`src/rtl/pwm_sched.sv`:
```
// pwm_sched: shared 15-bit timebase for a bank of pwm channels, plus a
// sequencer that turns one host register request at a time into a
// chip-select access on the shared channel data bus. Sync writes are held
// until the period wraps so duty updates land on a period boundary.

module pwm_sched #(
    parameter int          NCH     = 4,
    parameter int          CHW     = 2,
    parameter logic [14:0] PERIOD  = 15'd32767,
    parameter int          ACC_CYC = 3
) (
    input  logic            sys_clk,
    input  logic            rst,
    input  logic            run,
    output logic [14:0]     counter,
    output logic            tick,
    input  logic            req_valid,
    output logic            req_ready,
    input  logic [CHW-1:0]  req_ch,
    input  logic            req_wr,
    input  logic            req_sync,
    input  logic [15:0]     req_wdata,
    output logic            rsp_valid,
    output logic [15:0]     rsp_rdata,
    output logic            rsp_err,
    output logic [NCH-1:0]  cs,
    output logic            rd,
    output logic [15:0]     data_out,
    output logic            data_oe,
    input  logic [15:0]     data_in
);

    typedef enum logic [1:0] {IDLE, WAIT_WRAP, ACCESS, GAP} state_t;

    // Channel numbers at or above NCH have no pwm instance behind them.
    localparam logic [CHW:0] NCH_LIM  = (CHW + 1)'(NCH);
    localparam logic [3:0]   ACC_LAST = 4'(ACC_CYC - 1);

    state_t         state;
    state_t         state_nxt;
    logic [CHW-1:0] lat_ch;
    logic           lat_wr;
    logic [15:0]    lat_wdata;
    logic [3:0]     acc_cnt;
    logic [15:0]    cap_data;
    logic           req_oob;
    logic           lat_oob;
    logic           acc_last;
    logic           in_access;
    logic           handshake;

    assign tick      = run && (counter == PERIOD);
    assign req_oob   = {1'b0, req_ch} >= NCH_LIM;
    assign lat_oob   = {1'b0, lat_ch} >= NCH_LIM;
    assign acc_last  = (acc_cnt == ACC_LAST);
    assign in_access = (state == ACCESS);
    assign handshake = (state == IDLE) && req_valid;

    // Free-running timebase that wraps at PERIOD and freezes when run is low.
    always_ff @(posedge sys_clk or negedge rst) begin
        if (!rst) begin
            counter <= 15'd0;
        end else if (run) begin
            counter <= (counter == PERIOD) ? 15'd0 : counter + 15'd1;
        end
    end

    // Sequencer state register; reset drops cs at once because cs decodes from it.
    always_ff @(posedge sys_clk or negedge rst) begin
        if (!rst) begin
            state <= IDLE;
        end else begin
            state <= state_nxt;
        end
    end

    // Hold the accepted request for the whole transaction (only one in flight).
    always_ff @(posedge sys_clk or negedge rst) begin
        if (!rst) begin
            lat_ch    <= '0;
            lat_wr    <= 1'b0;
            lat_wdata <= 16'd0;
        end else if (handshake) begin
            lat_ch    <= req_ch;
            lat_wr    <= req_wr;
            lat_wdata <= req_wdata;
        end
    end

    // Count cycles spent in ACCESS so cs is held for exactly ACC_CYC cycles.
    always_ff @(posedge sys_clk or negedge rst) begin
        if (!rst) begin
            acc_cnt <= 4'd0;
        end else if (in_access) begin
            acc_cnt <= acc_cnt + 4'd1;
        end else begin
            acc_cnt <= 4'd0;
        end
    end

    // Sample the channel bus on the final access cycle of a read.
    always_ff @(posedge sys_clk or negedge rst) begin
        if (!rst) begin
            cap_data <= 16'd0;
        end else if (in_access && acc_last && !lat_wr) begin
            cap_data <= data_in;
        end
    end

    // Next-state selection and all bus/response outputs decoded from state.
    always_comb begin
        state_nxt = state;
        req_ready = 1'b0;
        rsp_valid = 1'b0;
        rsp_err   = 1'b0;
        rsp_rdata = 16'd0;
        cs        = '0;
        rd        = 1'b0;
        data_oe   = 1'b0;
        data_out  = 16'd0;

        case (state)
            IDLE: begin
                req_ready = 1'b1;
                if (req_valid) begin
                    if (req_wr && req_sync && run) begin
                        state_nxt = WAIT_WRAP;
                    end else if (req_oob) begin
                        state_nxt = GAP;
                    end else begin
                        state_nxt = ACCESS;
                    end
                end
            end
            WAIT_WRAP: begin
                if (lat_oob) begin
                    state_nxt = GAP;
                end else if (tick || !run) begin
                    state_nxt = ACCESS;
                end
            end
            ACCESS: begin
                for (int i = 0; i < NCH; i++) begin
                    cs[i] = (lat_ch == CHW'(i));
                end
                rd      = !lat_wr;
                data_oe = lat_wr;
                if (lat_wr) begin
                    data_out = lat_wdata;
                end
                if (acc_last) begin
                    state_nxt = GAP;
                end
            end
            GAP: begin
                rsp_valid = 1'b1;
                rsp_err   = lat_oob;
                if (!lat_wr && !lat_oob) begin
                    rsp_rdata = cap_data;
                end
                state_nxt = IDLE;
            end
            default: begin
                state_nxt = IDLE;
            end
        endcase
    end

endmodule

```
`config.mk`:
```
export PLATFORM = sky130hd
export DESIGN_NAME = pwm_sched
export DESIGN_NICKNAME = d
export VERILOG_FILES = /design/src/rtl/pwm_sched.sv
export SDC_FILE = /design/constraint.sdc
export NUM_CORES = 1
export LEC_CHECK = 0
export CORE_MARGIN = 5
export CORE_UTILIZATION = 41
export CTS_BUF_LIST = sky130_fd_sc_hd__clkbuf_8
export DETAILED_ROUTE_END_ITERATION = 8
export PLACE_DENSITY = 0.76
export SYNTH_ARGS = -nofsm -noshare
export SYNTH_HDL_FRONTEND = slang
export SYNTH_SLANG_ARGS = --single-unit
```
`constraint.sdc`:
```
create_clock -name sys_clk -period 1.85 [get_ports sys_clk]
set_input_delay 0.2775 -clock sys_clk [delete_from_list [all_inputs] [get_ports sys_clk]]
set_output_delay 0.2775 -clock sys_clk [all_outputs]
set_load 0.02 [all_outputs]
```
==> results of run 1 <==
[through the flow]
stage | worst slack (ns) | utilization, % | TNS [ns] | total power, mW
finish | -0.0767 | 66.2 | -0.0929 | 5.75
global route | -0.101 | 66.2 | -1.87 | 6.14
CTS | -0.0682 | 64.0 | -0.130 | 5.49
detailed placement | -0.406 | 63.1 | -11.57 | 4.85
global placement | -0.390 | 63.1 | -8.79 | 4.77
floorplan | -0.121 | - | -0.153 | 3.55
[worst max-delay path, stage by stage (launching register included)]
cell     delay [ns]
dfrtp_2        0.40
ha_4           0.15
nand3_2        0.07
or4_4          0.53
a311o_2        0.37
mux2_4         0.30
[per-layer routing]
metal	vias up	routed length, um
met5	-	0
li1	1051	-
met4	0	155
met3	14	217
met2	61	3580
met1	1072	3020
[power by group]
part	internal, mW	switching [mW]	total (mW)
logic	1.63	1.41	3.05
registers	1.72	0.316	2.04
clock network	0.295	0.370	0.665
total	3.65	2.10	5.75
[final timing paths]
kind,startpoint,end,slack (ns),cells after the start
setup / recovery,counter[1],state[0],-0.08,5
hold / removal,rst,counter[0],0.40,2
setup reg to reg,counter[1],state[0],-0.08,5
hold reg to reg,acc_cnt[0],acc_cnt[0],0.48,1
max in group asynchronous,rst,cap_data[7],0.87,3
min in group sys_clk,acc_cnt[0],acc_cnt[0],0.48,1
[final cells by class]
cell class / instances / area, sq um / share of cell area (%)
tap: 77 / 96.3 / 2.31
inverter: 6 / 27.5 / 0.659
sequential: 56 / 1410 / 33.8
clock inverter: 2 / 7.51 / 0.180
clock buffer: 6 / 82.6 / 1.98
multi-input combinational: 153 / 1280 / 30.7
timing repair buffer: 142 / 1270 / 30.3
[state kept, by name, indices dropped and copies added, names as in the netlist]
signal and flops:
lat_wr 1, acc_cnt 4, cap_data 16, lat_wdata 16, state 2, lat_ch 2
counter 15
[what timing repair did]
item                                    in CTS  in global routing
hold buffers                                 1                  0
endpoints found under the setup margin      59                 54
resized for setup                          156                 57
buffers inserted                             3                  2
endpoints found under the hold margin       12                  0
cloned                                       2                  3
pin swaps                                    2                  2
[logic make-up (layout without fill, tap and decap cells)]
kind of cell	count (synthesis)	in the layout	synth area share [%]
AOI/OAI and AO/OA	8	8	2.04
xor gates and xnor gates	13	13	4.32
adders and majority gates	7	7	3.33
buffers and inverters	15	156	2.42
DFF	56	56	53.2
muxes	38	38	16.3
other	1	1	0.142
and+or+nand+nor	85	86	18.2
[cells in the final DEF (no fill, tap or decap), types with 10 or more instances in the layout]
cell	n
and2_1	18
and3_1	14
buf_2	10
buf_4	47
buf_6	17
clkdlybuf4s50_1	52
dfrtp_1	46
dfrtp_2	10
mux2_2	35
nor2_1	14
==> results.cfg, run 1 <==
[floorplan]
core_sq_mm = 0.00631
dieWidth_um = 90.2
start_util_pct = 41.7
dieArea_sq_mm = 0.00813
die_y_um = 90.2
rows = 29
pin_count = 97

[clock_network]
max-clock-path-buffers = 2
cts_sinks = 56
root_buffer = clkbuf_8
clock_latency_ns = 0.31
cts_max_level = 2
clk_pin_slew_ns = 0.10
cts_buffers = 5
cts_tree = done

[final_layout]
n_antenna_cell = 0
stdcell_area_sq_mm = 0.00418
area_growth_pct = 58.6
fin_nets = 411
nFillCells = 510
drive_gt1_share_pct = 43.0
layout.cells.non_filler = 442

[power_and_ir_drop]
p_leak_nw = 1.99
power.density_mw_per_mm2 = 1380
ir_drop_v = 0.000782

[logic_synthesis]
synth_cells = 223
syn_avg_cell_area_sq_um = 11.8
synth_flop_cell = dfrtp_1
synth_commonest_cells = dfrtp_1 (56), mux2_2 (35), and2_1 (18)
syn_area_sq_mm = 0.00263
synth.largest_area_cell = dfrtp_1
yosys-top-cells-area = dfrtp_1 (53%), mux2_2 (15%), and2_1 (4.3%)
yosysWarnings = 0
async_reset_ff_share_pct = 100
ys_types = 30
synth_nets = 270
synth-edff-count = 0
yosysTopAreaCellShare_pct = 53.2
synth_most_common_cell = dfrtp_1
synth-seq-area-share_pct = 53.2
synth-seq-cells = 56

[route]
drt-initial-drc-count = 61
dr.pass1.iters = 4
via_per_inst = 4.97
dr_total_vias = 2198
drc = 0
antenna_left = 0
wl_mm = 6.97
routedWlPerCell_um = 15.8

[setup_path]
crit_fanout = 3
required_ns = 2.04
path_class = flip-flop to flip-flop
critPathArrivalTime_ns = 2.12
start_kind = flip-flop
endpoint_kind = flip-flop

[sta]
hold_viol = 0
whs_ns = 0.399
fin_crit_ns = 1.93
setup_viol = 2
finalCritPeriodShare_pct = 104
fmax_ghz = 0.519
skew_ns = 0.00950
rsz0062_at_grt = yes
final_max_slew_viol_count = 0
fin_ws_ns = -0.0767

[global_route]
grtUsageMet3_pct = 2.50
antenna_found_initial = 0
grtUsageMet2_pct = 30.2
grt_use_met1_pct = 20.8
grt_max_degree = 20
grt_pass1_wl_mm = 11.4
grt_pass1_vias = 2414
busiest_layer = met2
gr-total-overflow = 0
grt_usage_pct = 17.1

[place]
portBuffers = 95
dp_hpwl_mm = 5.02
dp_cells = 423
gp_congestion = 0.777
place_area_sq_mm = 0.00398

[outcome]
run_status = finished, violations left
violations = setup timing

[flow_run]
maxCapViolations = 0

[min_path]
min_path_type = input port to asynchronous set/reset pin
No activity file was read; power rests on OpenSTA's default activity.
==> run 2: changes to the inputs <==
--- a/config.mk
+++ b/config.mk
@@ -9,4 +9,5 @@
 export CORE_UTILIZATION = 41
 export CTS_BUF_LIST = sky130_fd_sc_hd__clkbuf_8
+export CTS_CLUSTER_DIAMETER = 60
 export DETAILED_ROUTE_END_ITERATION = 8
 export PLACE_DENSITY = 0.76
==> constraint.sdc (replaced) <==
create_clock -name sys_clk -period 1.85 [get_ports sys_clk]
set_input_delay 0.2775 -clock sys_clk [delete_from_list [all_inputs] [get_ports sys_clk]]
set_output_delay 0.2775 -clock sys_clk [all_outputs]
set_load 0.1 [all_outputs]
==> results.cfg, run 2 (same netlist as run 1, synthesis figures left out) <==
[floorplan]
rows = 29
dieWidth_um = 90.2
start_util_pct = 41.7
dieArea_sq_mm = 0.00813
pin_count = 97
core_sq_mm = 0.00631
die_y_um = 90.2

[power_and_ir_drop]
finalPower_mw = 9.81
power.density_mw_per_mm2 = 1910
ir_drop_v = 0.00140
p_leak_nw = 2.25

[final_layout]
fin_nets = 415
layout.cells.non_filler = 446
final_common_cell = buf_12
n_antenna_cell = 0
area_growth_pct = 95.5
reg_top3 = cap_data x16, lat_wdata x16, counter x15
drive_gt1_share_pct = 59.6
final_cell_mix = buf_12 (59), dfrtp_1 (41), clkdlybuf4s50_1 (38), buf_4 (38), mux2_2 (35)
final_core_util_pct = 81.6

[route]
drt-initial-drc-count = 50
via_per_inst = 5.13
dr_total_vias = 2287
dr.pass1.iters = 4
wl_mm = 8.02
antenna_left = 0
routedWlPerCell_um = 18.0
drc = 0

[global_route]
grt_usage_pct = 19.8
antenna_found_initial = 0
grt_max_degree = 30
grt_pass1_wl_mm = 13.0
grt_pass1_vias = 2494
gr-total-overflow = 0

[outcome]
run_status = finished, violations left
violations = setup timing

[setup_path]
reg2reg_depth = 5
path_class = flip-flop to flip-flop
crit_fanout = 2
critPathArrivalTime_ns = 2.21
endpoint_kind = flip-flop
crit_chain = ha_4 > nand3_1 > or4_4 > a311o_2 > mux2_4
path_buf_inv = 0
reg2reg_from = counter[1]
cp_slowest_stage_delay_ns = 0.53
critPathTopFamily = simple AND/OR/NAND/NOR gates
required_ns = 2.05
crit_slowest_cell = or4_4
start_kind = flip-flop
critPathLaunch = counter[1]
cp.depth = 5

[sta]
skew_ns = 0.00585
setup_viol = 32
slew_headroom_pct = 55.8
fin_crit_ns = 2.00
fin_ws_ns = -0.153
final_max_slew_viol_count = 0
fmax_ghz = 0.499
tns_ns = -1.27
finalCritPeriodShare_pct = 108
hold_viol = 0
whs_ns = 0.505
rsz0062_at_grt = yes
worst_slew_pin_slew_ns = 0.662

[flow_run]
maxCapViolations = 0

[min_path]
hold_depth = 1
min_path_type = flip-flop to flip-flop
hp-start = acc_cnt[0]

[clock_network]
cts_tree = done
clock_latency_ns = 0.32
cts_buffers = 5
cts_max_level = 2
cts_sinks = 56
clk_pin_slew_ns = 0.10
max-clock-path-buffers = 2
root_buffer = clkbuf_8

[place]
portBuffers = 95
dp_cells = 416
dp_hpwl_mm = 5.24
gp_congestion = 0.772
-- run 2: changes by cell type in the layout (fill, tap and decap cells not counted), moves of 10 or more --
cell | previous run | this run
and2_1 | 18 | 1
and3_4 | 3 | 17
dfrtp_4 | 0 | 12
and3_1 | 14 | 0
clkdlybuf4s50_1 | 52 | 38
buf_12 | 2 | 59
and2_4 | 0 | 17
buf_6 | 17 | 7
-- run 2: area by class of cell --
| class | instances | area [sq um] |
|---|---|---|
| timing repair buffer | 146 | 1990 |
| clock inverter | 1 | 30.0 |
| tap | 77 | 96.3 |
| sequential | 56 | 1450 |
| inverter | 6 | 35.0 |
| multi-input combinational | 152 | 1440 |
| timing repair inverter | 1 | 8.76 |
| fill | 333 | 1160 |
| clock buffer | 7 | 96.3 |
-- run 2: timing repair --
action | 4_1_cts | 5_1_grt
hold buffers | 1 | 0
setup endpoints to repair | 46 | 44
pin swaps | 22 | 6
hold endpoints to repair | 18 | 0
cloned | 2 | 2
resized for setup | 30 | 20
setup buffers | 10 | 10
-- run 2: layer usage --
| metal | GRT usage [%] | up-vias | part of all wire (%) |
|---|---|---|---|
| met3 | 8.76 | 19 | 8.4 |
| met2 | 32.6 | 86 | 50 |
| met5 | 0 | - | 0 |
| met4 | 7.32 | 0 | 2.7 |
| met1 | 22.8 | 1128 | 39 |
| li1 | - | 1054 | - |
-- run 2: metrics by stage --
stage	worst slack (ns)	instance area, sq um
global placement	-0.0702	4610
detailed placement	-0.139	4610
CTS	-0.120	5000
floorplan	-0.842	2850
global route	-0.227	5150
finish	-0.153	5150
-- run 2: worst paths after layout --
kind,end,slack [ns]
min in group asynchronous,cap_data[8],0.53
max reg2reg,state[0],-0.15
min reg2reg,acc_cnt[0],0.50
max in group asynchronous,cap_data[10],0.72
max,state[0],-0.15
min,acc_cnt[0],0.50
-- run 2: power breakdown --
part	switching, mW	leakage [nW]	internal (mW)
clock network	0.405	0.0645	0.478
registers	0.355	0.663	1.74
logic	3.88	1.52	2.95
==> run 3: changes to the inputs <==
- CAP_MARGIN: default -> 40
- CORE_MARGIN: 5 -> 2
- REMOVE_ABC_BUFFERS: default -> 1
==> results.cfg, run 3 (same netlist as run 1, synthesis figures left out) <==
[clock_network]
cts_buffers = 5
cts_max_level = 2
root_buffer = clkbuf_8
clk_pin_slew_ns = 0.09
cts_tree = done
max-clock-path-buffers = 2
clock_latency_ns = 0.30
cts_sinks = 56

[flow_run]
maxCapViolations = 0

[power_and_ir_drop]
p_int_mw = 4.64
p_switching_mw = 4.41
finalPower_mw = 9.05
clkPwrFrac_pct = 7.3
ir_drop_v = 0.00129
power.density_mw_per_mm2 = 1850
power_frac_comb_pct = 69.6
seq_power_share_pct = 23.0
p_leak_nw = 2.15
p_sw_share_pct = 48.8

[setup_path]
endpoint_kind = output pin
required_ns = 1.57
start_kind = flip-flop
path_class = flip-flop to output pin
crit_fanout = 2
reg2reg_setup_slack_ns = -0.10
critPathArrivalTime_ns = 1.75

[route]
routedWlPerCell_um = 15.6
dr.pass1.iters = 5
antenna_left = 0
drc = 0
drt-initial-drc-count = 57
dr_total_vias = 2184
via_per_inst = 4.97
wl_mm = 6.86

[outcome]
violations = setup timing
run_status = finished, violations left

[floorplan]
rows = 29
die_y_um = 84.2
start_util_pct = 42.0
dieArea_sq_mm = 0.00708
core_sq_mm = 0.00628
dieWidth_um = 84.2
pin_count = 97

[final_layout]
stdcell_area_sq_mm = 0.00489
final_core_util_pct = 77.9
n_antenna_cell = 0
reg_top3 = cap_data x16, lat_wdata x16, counter x15
final_cell_mix = buf_12 (58), dfrtp_1 (54), clkdlybuf4s50_1 (38)
drive_gt1_share_pct = 51.9
final_common_cell = buf_12
area_growth_pct = 85.7
layout.cells.non_filler = 439
fin_nets = 408

[global_route]
grt_pass1_vias = 2354
grt_max_degree = 57
grt_usage_pct = 19.7
gr-total-overflow = 0
grt_pass1_wl_mm = 11.2
antenna_found_initial = 0

[sta]
fin_ws_ns = -0.173
setup_viol = 4
skew_ns = 0.00782
finalCritPeriodShare_pct = 109
tns_ns = -0.345
whs_ns = 0.503
hold_viol = 0
final_max_slew_viol_count = 0
fmax_ghz = 0.494
rsz0062_at_grt = yes
fin_crit_ns = 2.02

[place]
gp_congestion = 0.811
portBuffers = 95
preCtsSetupSlack_ns = -0.151
dp_hpwl_mm = 4.69
dp_cells = 420
place_area_sq_mm = 0.00446

[min_path]
min_path_type = flip-flop to flip-flop
==> run 3: final cells by class <==
type,instances,area (sq um)
timing repair buffer,139,1900
sequential,56,1400
fill,355,1390
multi-input combinational,153,1380
tap,77,96.3
clock buffer,6,82.6
inverter,6,27.5
clock inverter,2,7.51
==> run 3: worst paths after layout <==
path,end,cells after the start,start
max in group asynchronous,state[1],3,rst
hold reg to reg,cap_data[3],1,cap_data[3]
hold / removal,cap_data[3],1,cap_data[3]
min in group asynchronous,lat_wdata[13],3,rst
setup reg to reg,state[0],5,counter[1]
setup / recovery,tick,6,counter[1]
==> run 3: worst max-delay path, stage by stage (launching register included) <==
cell	delay (ns)
dfrtp_1	0.37
ha_2	0.19
buf_6	0.09
nand4_1	0.11
nor4_2	0.30
buf_4	0.19
buf_12	0.17
==> run 3: layer usage <==
layer,vias to the layer above,wire length [um],track usage (%)
li1,1044,-,-
met1,1066,2770,23.7
met2,62,3630,35.2
met3,12,281,4.23
met4,0,183,6.45
met5,-,0,0
==> run 3: power groups by stage <==
stage | Sequential [mW] | Clock, mW | Combinational (mW)
6_report | 2.08 | 0.664 | 6.30
4_1_cts | 2.06 | 0.686 | 6.12
3_5_place_dp | 2.02 | 0 | 5.70
3_3_place_gp | 1.97 | 0 | 5.63
5_1_grt | 2.15 | 0.749 | 6.52
2_1_floorplan | 2.36 | 0 | 3.13
==> run 3: what timing repair did <==
| action | CTS | global route |
|---|---|---|
| pin swaps | 6 | 1 |
| hold endpoints to repair | 56 | 0 |
| gates resized for setup | 48 | 8 |
| hold buffers | 1 | 0 |
| buffers inserted | 5 | 2 |
| endpoints found under the setup margin | 41 | 35 |
| gates cloned | 1 | 2 |
